### src/rtl/display_pkg.sv
// Shared display constants and types for the scrolling HEX/LEDR datapath.
// Segment codes are active-low and ordered {g,f,e,d,c,b,a}, which matches the
// board's seven-segment displays. CLOCK_CYCLE is the clock period used by benches.
package display_pkg;

  localparam int CLOCK_CYCLE = 10;

  localparam logic [6:0] HEX_OFF = 7'b1111111;
  localparam logic [6:0] HEX_0   = 7'b1000000;
  localparam logic [6:0] HEX_1   = 7'b1111001;
  localparam logic [6:0] HEX_3   = 7'b0110000;
  localparam logic [6:0] HEX_C   = 7'b1000110;
  localparam logic [6:0] HEX_E   = 7'b0000110;
  localparam logic [6:0] HEX_N   = 7'b0101011;
  localparam logic [6:0] HEX_P   = 7'b0001100;

  localparam logic [9:0] LEDR_0 = 10'b0000000001;

  typedef enum logic [1:0] {
    IDLE   = 2'd0,
    FETCH  = 2'd1,
    COMMIT = 2'd2
  } state_t;

endpackage

### src/rtl/ledr_pattern.sv
// One-hot LED bar pattern generator.
// Ports:
//   clk, reset - clock and asynchronous active-high reset
//   en         - advance the pattern one position on this edge
//   mode       - 0 = rotate toward the MSB, 1 = bounce between the ends
//   pattern    - registered one-hot LED pattern (bit 0 set after reset)
module ledr_pattern #(
  parameter int LED_W = 10
) (
  input  logic             clk,
  input  logic             reset,
  input  logic             en,
  input  logic             mode,
  output logic [LED_W-1:0] pattern
);

  localparam logic [LED_W-1:0] START = {{(LED_W-1){1'b0}}, 1'b1};

  logic [LED_W-1:0] ledr_r;
  logic             down_r;

  // Rotate/bounce state; rotate mode forces the bounce direction back to "up"
  // so the next bounce always starts climbing from wherever the bit sits.
  always_ff @(posedge clk or posedge reset) begin
    if (reset) begin
      ledr_r <= START;
      down_r <= 1'b0;
    end else if (!mode) begin
      down_r <= 1'b0;
      if (en) begin
        ledr_r <= {ledr_r[LED_W-2:0], ledr_r[LED_W-1]};
      end else begin
        ledr_r <= ledr_r;
      end
    end else if (en) begin
      if (!down_r) begin
        if (ledr_r[LED_W-1]) begin
          down_r <= 1'b1;
          ledr_r <= {1'b0, ledr_r[LED_W-1:1]};
        end else begin
          ledr_r <= {ledr_r[LED_W-2:0], 1'b0};
        end
      end else begin
        if (ledr_r[0]) begin
          down_r <= 1'b0;
          ledr_r <= {ledr_r[LED_W-2:0], 1'b0};
        end else begin
          ledr_r <= {1'b0, ledr_r[LED_W-1:1]};
        end
      end
    end else begin
      ledr_r <= ledr_r;
    end
  end

  assign pattern = ledr_r;

endmodule

### src/rtl/scroll_window_datapath.sv
// Scrolling message display datapath: a circular buffer of segment codes and
// an N-digit window into it. A refresh fetches the window one digit per clock
// into a staging register, then commits every digit to the HEX outputs at once.
// Ports:
//   clk, reset         - clock and asynchronous active-high reset
//   wr_en/addr/data    - message buffer write port
//   msg_len            - active message length (0..MSG_DEPTH)
//   step/load/dir      - advance-and-refresh / refresh request, scroll direction
//   ledr_en/led_mode   - LED bar advance and rotate(0)/bounce(1) select
//   current_hex        - committed digits, digit 0 rightmost in the low bits
//   current_ledr       - one-hot LED bar
//   busy               - window fetch in progress
//   wrap               - one-cycle pulse at the commit of a wrapping step
module scroll_window_datapath
  import display_pkg::*;
#(
  parameter int NUM_DIGITS = 6,
  parameter int MSG_DEPTH  = 16,
  parameter int SEG_W      = 7,
  parameter int LED_W      = 10
) (
  input  logic                          clk,
  input  logic                          reset,
  input  logic                          wr_en,
  input  logic [$clog2(MSG_DEPTH)-1:0]  wr_addr,
  input  logic [SEG_W-1:0]              wr_data,
  input  logic [$clog2(MSG_DEPTH):0]    msg_len,
  input  logic                          step,
  input  logic                          load,
  input  logic                          dir,
  input  logic                          ledr_en,
  input  logic                          led_mode,
  output logic [NUM_DIGITS*SEG_W-1:0]   current_hex,
  output logic [LED_W-1:0]              current_ledr,
  output logic                          busy,
  output logic                          wrap
);

  localparam int PTR_W = $clog2(MSG_DEPTH);
  localparam int LEN_W = PTR_W + 1;
  localparam int IDX_W = (NUM_DIGITS > 1) ? $clog2(NUM_DIGITS) : 1;
  localparam logic [SEG_W-1:0] OFF_CODE = SEG_W'(HEX_OFF);

  logic [SEG_W-1:0]            msg_buf_r [MSG_DEPTH];
  state_t                      state_r;
  logic [PTR_W-1:0]            ptr_r;
  logic [PTR_W-1:0]            rd_r;
  logic [LEN_W-1:0]            len_r;
  logic [IDX_W-1:0]            idx_r;
  logic [NUM_DIGITS*SEG_W-1:0] stage_r;
  logic [NUM_DIGITS*SEG_W-1:0] hex_r;
  logic                        busy_r;
  logic                        wrap_r;
  logic                        wrap_pend_r;
  logic                        pend_r;
  logic                        pend_load_r;
  logic                        pend_dir_r;

  logic                        req_s;
  logic                        start_s;
  logic                        src_load_s;
  logic                        src_dir_s;
  logic [PTR_W-1:0]            base_s;
  logic [LEN_W-1:0]            len_last_s;
  logic [PTR_W-1:0]            nptr_s;
  logic                        nwrap_s;
  logic [IDX_W-1:0]            dig_s;
  logic [SEG_W-1:0]            fetch_code_s;

  // Message buffer: contents survive reset; reads are combinational so a
  // same-cycle write to the address being fetched is seen only next cycle.
  always_ff @(posedge clk) begin
    if (wr_en) begin
      msg_buf_r[wr_addr] <= wr_data;
    end
  end

  // Start decision and next-pointer arithmetic. At COMMIT a fresh request
  // overrides the stored pending one, matching "latest request wins".
  always_comb begin
    req_s      = step | load;
    start_s    = 1'b0;
    src_load_s = load;
    src_dir_s  = dir;
    nptr_s     = {PTR_W{1'b0}};
    nwrap_s    = 1'b0;
    len_last_s = msg_len - LEN_W'(1);
    dig_s      = IDX_W'(NUM_DIGITS - 1) - idx_r;

    if (state_r == IDLE) begin
      start_s = req_s;
    end else if (state_r == COMMIT) begin
      start_s = req_s | pend_r;
      if (!req_s) begin
        src_load_s = pend_load_r;
        src_dir_s  = pend_dir_r;
      end else begin
        src_load_s = load;
      end
    end else begin
      start_s = 1'b0;
    end

    // A pointer left beyond a shrunken message restarts at 0 before moving.
    if ({1'b0, ptr_r} >= msg_len) begin
      base_s = {PTR_W{1'b0}};
    end else begin
      base_s = ptr_r;
    end

    if (msg_len == {LEN_W{1'b0}}) begin
      nptr_s  = {PTR_W{1'b0}};
      nwrap_s = 1'b0;
    end else if (src_load_s) begin
      nptr_s  = base_s;
      nwrap_s = 1'b0;
    end else if (!src_dir_s) begin
      if ({1'b0, base_s} == len_last_s) begin
        nptr_s  = {PTR_W{1'b0}};
        nwrap_s = 1'b1;
      end else begin
        nptr_s  = base_s + PTR_W'(1);
        nwrap_s = 1'b0;
      end
    end else begin
      if (base_s == {PTR_W{1'b0}}) begin
        nptr_s  = len_last_s[PTR_W-1:0];
        nwrap_s = 1'b1;
      end else begin
        nptr_s  = base_s - PTR_W'(1);
        nwrap_s = 1'b0;
      end
    end

    if (len_r == {LEN_W{1'b0}}) begin
      fetch_code_s = OFF_CODE;
    end else begin
      fetch_code_s = msg_buf_r[rd_r];
    end
  end

  // Window fetch FSM: stage one digit per clock, then commit all digits together.
  always_ff @(posedge clk or posedge reset) begin
    if (reset) begin
      state_r     <= IDLE;
      ptr_r       <= {PTR_W{1'b0}};
      rd_r        <= {PTR_W{1'b0}};
      len_r       <= {LEN_W{1'b0}};
      idx_r       <= {IDX_W{1'b0}};
      stage_r     <= {NUM_DIGITS{OFF_CODE}};
      hex_r       <= {NUM_DIGITS{OFF_CODE}};
      busy_r      <= 1'b0;
      wrap_r      <= 1'b0;
      wrap_pend_r <= 1'b0;
      pend_r      <= 1'b0;
      pend_load_r <= 1'b0;
      pend_dir_r  <= 1'b0;
    end else begin
      wrap_r <= 1'b0;
      case (state_r)
        IDLE: begin
          if (start_s) begin
            ptr_r       <= nptr_s;
            rd_r        <= nptr_s;
            len_r       <= msg_len;
            idx_r       <= {IDX_W{1'b0}};
            wrap_pend_r <= nwrap_s;
            busy_r      <= 1'b1;
            state_r     <= FETCH;
          end else begin
            busy_r  <= 1'b0;
            state_r <= IDLE;
          end
        end
        FETCH: begin
          stage_r[dig_s*SEG_W +: SEG_W] <= fetch_code_s;
          idx_r <= idx_r + IDX_W'(1);
          // rd_r walks the circular message so no modulo is needed.
          if ({1'b0, rd_r} == len_r - LEN_W'(1)) begin
            rd_r <= {PTR_W{1'b0}};
          end else begin
            rd_r <= rd_r + PTR_W'(1);
          end
          if (idx_r == IDX_W'(NUM_DIGITS - 1)) begin
            state_r <= COMMIT;
          end else begin
            state_r <= FETCH;
          end
          if (req_s) begin
            pend_r      <= 1'b1;
            pend_load_r <= load;
            pend_dir_r  <= dir;
          end else begin
            pend_r <= pend_r;
          end
        end
        COMMIT: begin
          hex_r  <= stage_r;
          wrap_r <= wrap_pend_r;
          pend_r <= 1'b0;
          if (start_s) begin
            ptr_r       <= nptr_s;
            rd_r        <= nptr_s;
            len_r       <= msg_len;
            idx_r       <= {IDX_W{1'b0}};
            wrap_pend_r <= nwrap_s;
            busy_r      <= 1'b1;
            state_r     <= FETCH;
          end else begin
            busy_r  <= 1'b0;
            state_r <= IDLE;
          end
        end
        default: begin
          busy_r  <= 1'b0;
          pend_r  <= 1'b0;
          state_r <= IDLE;
        end
      endcase
    end
  end

  ledr_pattern #(.LED_W(LED_W)) u_ledr (
    .clk     (clk),
    .reset   (reset),
    .en      (ledr_en),
    .mode    (led_mode),
    .pattern (current_ledr)
  );

  assign current_hex = hex_r;
  assign busy        = busy_r;
  assign wrap        = wrap_r;

endmodule

### config.mk
export PLATFORM = sky130hd
export DESIGN_NAME = scroll_window_datapath
export DESIGN_NICKNAME = d
export VERILOG_FILES = /design/src/rtl/display_pkg.sv /design/src/rtl/ledr_pattern.sv /design/src/rtl/scroll_window_datapath.sv
export SDC_FILE = /design/constraint.sdc
export NUM_CORES = 1
export LEC_CHECK = 0
export CORE_MARGIN = 2
export CORE_UTILIZATION = 50
export CTS_CLUSTER_DIAMETER = 120
export DETAILED_ROUTE_END_ITERATION = 8
export GPL_ROUTABILITY_DRIVEN = 0
export PLACE_DENSITY = 0.83
export SLEW_MARGIN = 20
export SYNTH_ARGS = -nofsm -noshare
export SYNTH_HDL_FRONTEND = slang
export SYNTH_HIERARCHICAL = 1
export SYNTH_SLANG_ARGS = --single-unit
### constraint.sdc
create_clock -name clk -period 3.78 [get_ports clk]
set_input_delay 0.945 -clock clk [delete_from_list [all_inputs] [get_ports clk]]
set_output_delay 0.945 -clock clk [all_outputs]
set_load 0.005 [all_outputs]
======== Yosys cells after proc, flatten, opt, wreduce, memory -nomap -nowiden ========
Memories as Yosys holds them, arrays and structs flattened.
Index checks and enable logic that the tools add are counted.
operators by class
  $add $sub $neg .......................... 8
  multiply operators ...................... 1
  divide/modulo/power cells ............... 0
  $lt $le $gt $ge ......................... 1
  equal/unequal tests ..................... 8
  shifts and indexed selects .............. 2
  multiplexer cells ....................... 47
  bitwise gates (word level) .............. 3
  reduce and logical (&&, ||, !) cells .... 9
operator list
  operator                   number
  $mux W10                   6
  $bwmux W42                 1
  $shift A7 B34 Y42 const A  1
  $shiftx A7 B34 Y42         1
  $neg A6 Y34                1
  $mux W4                    8
  $mux W1                    24
  $eq A4 B5 Y1               2
  $logic_not A5 Y1           2
  $sub A5 B1 Y5 const B      2
  $add A4 B1 Y4 const B      2
  $pmux W4 S2                1
  $mux W7                    1
  $mul A3 B3 Y6 const B      1
  $pmux W3 S2                1
  $reduce_and A2 Y1          3
  $ge A4 B5 Y1               1
  $logic_not A4 Y1           1
  $ne A2 B2 Y1 const B       2
  $pmux W1 S2                2
  $pmux W2 S2                1
  $sub A4 B1 Y4 const B      1
  $add A3 B1 Y3 const B      1
  $eq A3 B3 Y1 const B       1
  other kinds (11)           12
storage, ports and cells
  register bits ........................... 119
  bits in latches ......................... 0
  memory bits (writable) .................. 112
  memory bits (read-only) ................. 0
  output and inout port bits .............. 54
  word-level logic and storage cells ...... 95
  memories kept ........................... 1
memory list
  name       depth  bits a word  read ports  clocked after Yosys merged registers in  wr ports  line                          text
  msg_buf_r  16     7            1           0                                        1         scroll_window_datapath.sv:44  logic [SEG_W-1:0] msg_buf_r [MSG_DEPTH];

======== Depth between registers and ports, before layout ========
  depth in word-level cells ............... 9
  gate-level depth with buffers ........... 13
  depth with buffers taken out ............ 12

======== By module ========
The synthesis kept the hierarchy.
by module, submodules not included
  module                  times used  cells an instance  area an instance (µm²)  seq. area each (µm²)
  scroll_window_datapath  1           627                9,334.0                 6,170.9
  ledr_pattern            1           66                 595.6                   276.5

======== Worst setup path after synthesis ========
No wires, ideal clock.
  path type ............................... input-to-reg
  start ................................... input port msg_len[2]
  end ..................................... register ptr_r[1]
  library setup time ...................... 0.132 ns
  arrival ................................. 2.836 ns
  data required time ...................... 3.648 ns
  setup slack ............................. 0.812 ns
  stages on the path ...................... 12
  path buffers ............................ 0
  cell sequence ........................... inv_1 -> ha_1 -> a211oi_1 -> o22a_1 -> nand2_1 -> ha_1 -> inv_1 -> nor2_1 -> o21ai_0 -> a21boi_0 -> o31ai_1 -> o21ai_0
on the way
  word-level cells in the longest chain between the ends .. 7
  elaborated cells between the ends (all ways) .. 13
  classes of those cells .................. add/sub: 3; order compare: 1; eq/ne: 1; mux: 6; reduce/logical: 2
ends and longest elaborated chain
  element                                line                                                          text
  start: declaration                     scroll_window_datapath.sv:27                                  input logic [$clog2(MSG_DEPTH):0] msg_len,
  $ge A4 B5 Y1                           scroll_window_datapath.sv:105                                 if ({1'b0, ptr_r} >= msg_len) begin
  $mux W4                                scroll_window_datapath.sv:105
  $add A4 B1 Y4 (tied with other cells)  scroll_window_datapath.sv:122                                 nptr_s = base_s + PTR_W'(1);
  $mux W4, on equally long branches      scroll_window_datapath.sv:118, scroll_window_datapath.sv:126
  $mux W4                                scroll_window_datapath.sv:117                                 end else if (!src_dir_s) begin
  $mux W4                                scroll_window_datapath.sv:114                                 end else if (src_load_s) begin
  $mux W4 *                              scroll_window_datapath.sv:111                                 if (msg_len == {LEN_W{1'b0}}) begin
  end signal: assignment                 scroll_window_datapath.sv:146                                 ptr_r <= {PTR_W{1'b0}};
  end signal: assignment                 scroll_window_datapath.sv:163                                 ptr_r <= nptr_s;
  end signal: assignment                 scroll_window_datapath.sv:202                                 ptr_r <= nptr_s;
  end: declaration                       scroll_window_datapath.sv:46                                  logic [PTR_W-1:0] ptr_r;
Every way passes the cells marked *; elsewhere a longest branch is shown, timed or not.
A chain may end at the register's enable or synchronous reset.

======== Final worst setup path ========
  start ................................... input port msg_len[3]
  end ..................................... register ptr_r[1]
The elaborated chain is that of the path after synthesis.

==> results by stage <==
Yosys:
- Synthesis inferred 231 register bits.
- By count the netlist is led by 112 x edfxtp_1, 85 x dfstp_2, 60 x nand2_1.
- After synthesis the cells add up to 9930 um^2.
- The count of unique library cells instantiated by Yosys is 68.
- Yosys attributes the largest share of cell area to edfxtp_1 34%, dfstp_2 22%, dfrtp_1 8.6%, mux4_2 7.7%, mux2_2 5.1%.
- The share of async-settable or async-resettable flops after synthesis is 51.5%.
- The library cell with the highest instance count after synthesis is edfxtp_1.
- The top-area cell type share of the netlist area is 33.9%.
- After technology mapping, the gate count stands at 693.
- edfxtp_1 takes more of the synthesized area than any other cell.
- The total number of yosys warnings is 6.
- The post-synthesis sequential area ratio is 64.9%.
- The number of nets in the synthesized netlist is 732.
- The number of enable-type register cells in the synthesized netlist is 112.
- The average footprint of a synthesized cell is 14.3 um^2.
- Among all flip-flop cells after synthesis, the most frequent one is edfxtp_1.

Detailed routing:
- Detailed routing placed a total of 9990 um of wire on met2.
- The number of iterations in the first detailed-routing pass is 5.
- The number of nets with antenna violations after routing is 0.
- The detailed router put a total of 8450 um of wire on met1.
- The wire length on met3 is 1210 um.
- Routed signal wires occupy layers up through met4.
- Dividing the detail-routed wire length by the instance count gives 18.9 um.
- For this block, the routed nets add up to 20100 um of wire.
- The via total after detailed routing is 6004.
- The first routing iteration left 493 violations.
- The average via count per standard cell is 5.65.
- The DRC violation count after routing is 0.

STA:
- The share of the clock period used by the worst path is 84.6%.
- The slew at the pin with the worst max-slew slack is 0.729 ns.
- The number of max-slew violations in the final report is 0.
- The maximum clock frequency is 0.313 GHz.
- The clock skew is 0.0119 ns.
- The total of endpoints with negative setup slack in the final report is 0.
- The count of endpoints failing hold in the final timing report is 0.
- The final-layout setup total negative slack is 0 ns.
- Setup repair after global routing left no endpoint under its margin.
- After layout, the minimum clock period comes to 3.20 ns.
- The remaining max-slew budget at the tightest pin is 51.2%.

Floorplan:
- For this configuration, the core starts out at a cell density of 51.0%.
- The number of cell rows is 51.
- The die is 145 um wide.
- The vertical die dimension is 145 um.
- The floorplan step defined a die boundary enclosing 21000 um^2.
- The core region is 19500 um^2.
- Pin placement for this block handled 78 I/O pins.

Setup path:
- The required time at the endpoint of the critical path is 4.17 ns.
- Measured in cells, the most critical reg-to-reg path has a length of 10.
- For the worst setup path, the data arrival time is 3.59 ns.
- The startpoint-to-endpoint class of the critical path is input port to flip-flop.
- STA classifies the critical path startpoint as an input port.
- In this run the critical register-to-register path is captured at ptr_r[1]$_DFFE_PP0P_.
- The capturing element type of the critical path is a flip-flop.
- The setup check on the worst reg-to-reg path leaves a slack of 0.87 ns.
- The critical-path maximum fanout is 4.
- The launch instance of the worst register-to-register path is ptr_r[2]$_DFFE_PP0P_.

Run status:
- The run finished with clean final reports.

Pwr:
- Summed over all cells, the static leakage comes to 4.23 nW.
- The ratio of total power to cell area is 802 nW/um^2.
- The total power draw is 9.42 mW.
- The worst-case vdd ir drop is 0.464 mV.

Clock network:
- Clock-pin slew was measured on the worst setup and hold paths at 0.06 ns.
- The setup fix buffers added after clock tree synthesis is 0.
- The number of hold buffers added after CTS was 0.
- The clock reaches the later pin of the worst-skew pair after 0.52 ns.
- The depth of the CTS H-tree is 1.
- TritonCTS built the clock tree.
- The total clock buffers created by CTS is 24.
- The clock net sink count is 231.
- Once the clock tree was built, the resizer swapped 0 gates to a different size.
- The cell at the root of the clock tree is clkbuf_16.
- The maximum buffer depth of the clock tree is 3.

Placement:
- Port buffering added 77 buffers.
- After detailed placement, the total cell area comes to 11000 um^2.
- The post-placement cell count is 1021.
- After legalization and detailed placement, the total HPWL measured 13300 um.

Global route:
- Entering global routing, the biggest net connects 57 pins.
- The via count of the first global-routing pass is 6050.
- The overflow left after global routing is 0.
- In the global route stage, overall resource usage came out at 19.2%.
- The first global-routing pass estimated 32500 um of wire.
- The number of antenna violations at the first check in global routing is 0.

Worst hold path:
- The sink of the worst hold path is stage_r[38]$_DFFE_PP1P_.
- Counting instances, the worst hold path has a depth of 2.
- In this run the worst hold path is classified as flip-flop to flip-flop.
- The worst hold path begins at stage_r[38]$_DFFE_PP1P_.

Final layout:
- In the final layout, the share of cells above drive strength 1 is 29.4%.
- The number of filler instances in the final layout is 1478.
- The number of antenna diodes in the final layout is 0.
- After routing the design area is 11800 um^2.
- The number of cells in the finished layout apart from fillers is 1062.
- The synthesis-to-finish area growth is 18.4%.
- The final layout contains 821 nets.

Job:
- The number of max-cap violations is 0.
## routing by layer
layer | GRT usage [%] | vias up
met5 | 0 | -
met4 | 4.95 | 0
met3 | 3.27 | 39
met2 | 32.4 | 214
met1 | 26.1 | 2986
li1 | - | 2765
## through the flow
step	setup slack [ns]	hold WS, ns	util, %
after floorplan	0.128	0.440	-
after global placement	0.203	0.450	56.6
after detailed placement	0.0453	0.453	56.6
after CTS	0.611	0.463	60.4
after global routing	0.321	0.479	60.4
final	0.583	0.462	60.4
## state kept, by name, summed over array words and instances (netlist names), 2 cells and up
register,flops
current_hex,42
idx_r,3
len_r,5
msg_buf_r,112
ptr_r,4
rd_r,4
stage_r,42
state_r,2
u_ledr/pattern,10
## critical path, stage by stage
cell	delay, ns
clkdlybuf4s50_1	0.55
inv_1	0.10
ha_1	0.22
a211oi_1	0.39
o221ai_1	0.32
ha_1	0.32
inv_1	0.11
nor2_1	0.04
o21ai_0	0.06
a21boi_0	0.10
o31ai_1	0.30
o21ai_0	0.12
## how the worst max path moves through the flow
stage	from	cells after the start	slack, ns	to
floorplan	reset	1	0.13	busy$_DFFE_PP0N_
global placement	msg_len[2]	12	0.20	rd_r[1]$_DFFE_PP0P_
detailed placement	msg_len[2]	12	0.05	ptr_r[1]$_DFFE_PP0P_
CTS	msg_len[2]	12	0.61	ptr_r[1]$_DFFE_PP0P_
global route	msg_len[2]	12	0.32	ptr_r[1]$_DFFE_PP0P_
finish	msg_len[3]	12	0.58	ptr_r[1]$_DFFE_PP0P_
## cells in the final DEF, fill, tap and decap left out, types with 5 or more instances in the layout
cell type        count
o21ai_0             36
dfstp_2             85
o21ai_1             22
ha_1                15
a31oi_1              8
nand2_1             60
nor3_1               9
buf_4               12
inv_1               20
nand3_1              9
clkdlybuf4s50_1     77
or3_1                9
edfxtp_1           112
dfrtp_1             33
clkbuf_16           25
mux4_2              34
a21oi_1             23
nor2_1              48
mux2_2              45
xnor2_1              9
nand3b_1            10
o22ai_1              5
nand2b_1             5
clkinv_2             6
## report_power, final
part	total (mW)	switching (mW)	internal, mW
sequential	4.08	0.532	3.55
combinational	3.17	1.53	1.64
clock	2.18	0.919	1.26
total	9.42	2.98	6.44
## layout make-up
class,instances,area (um^2),area share [%]
clock buffers,32,682,5.80
clock inverters,9,50.0,0.426
inverters,21,81.3,0.692
multi-input cells,413,3260,27.7
flip-flops and latches,231,6450,54.9
well taps,265,332,2.82
repair buffers,91,901,7.66
## cells by family after synthesis
family	synth area share, %
compound gates	7.50
xor+xnor	1.15
fa+ha+maj	1.89
simple gates	9.03
buf+inv	2.32
flops	64.9
mux	13.2
(Power assumes the default switching activity.)
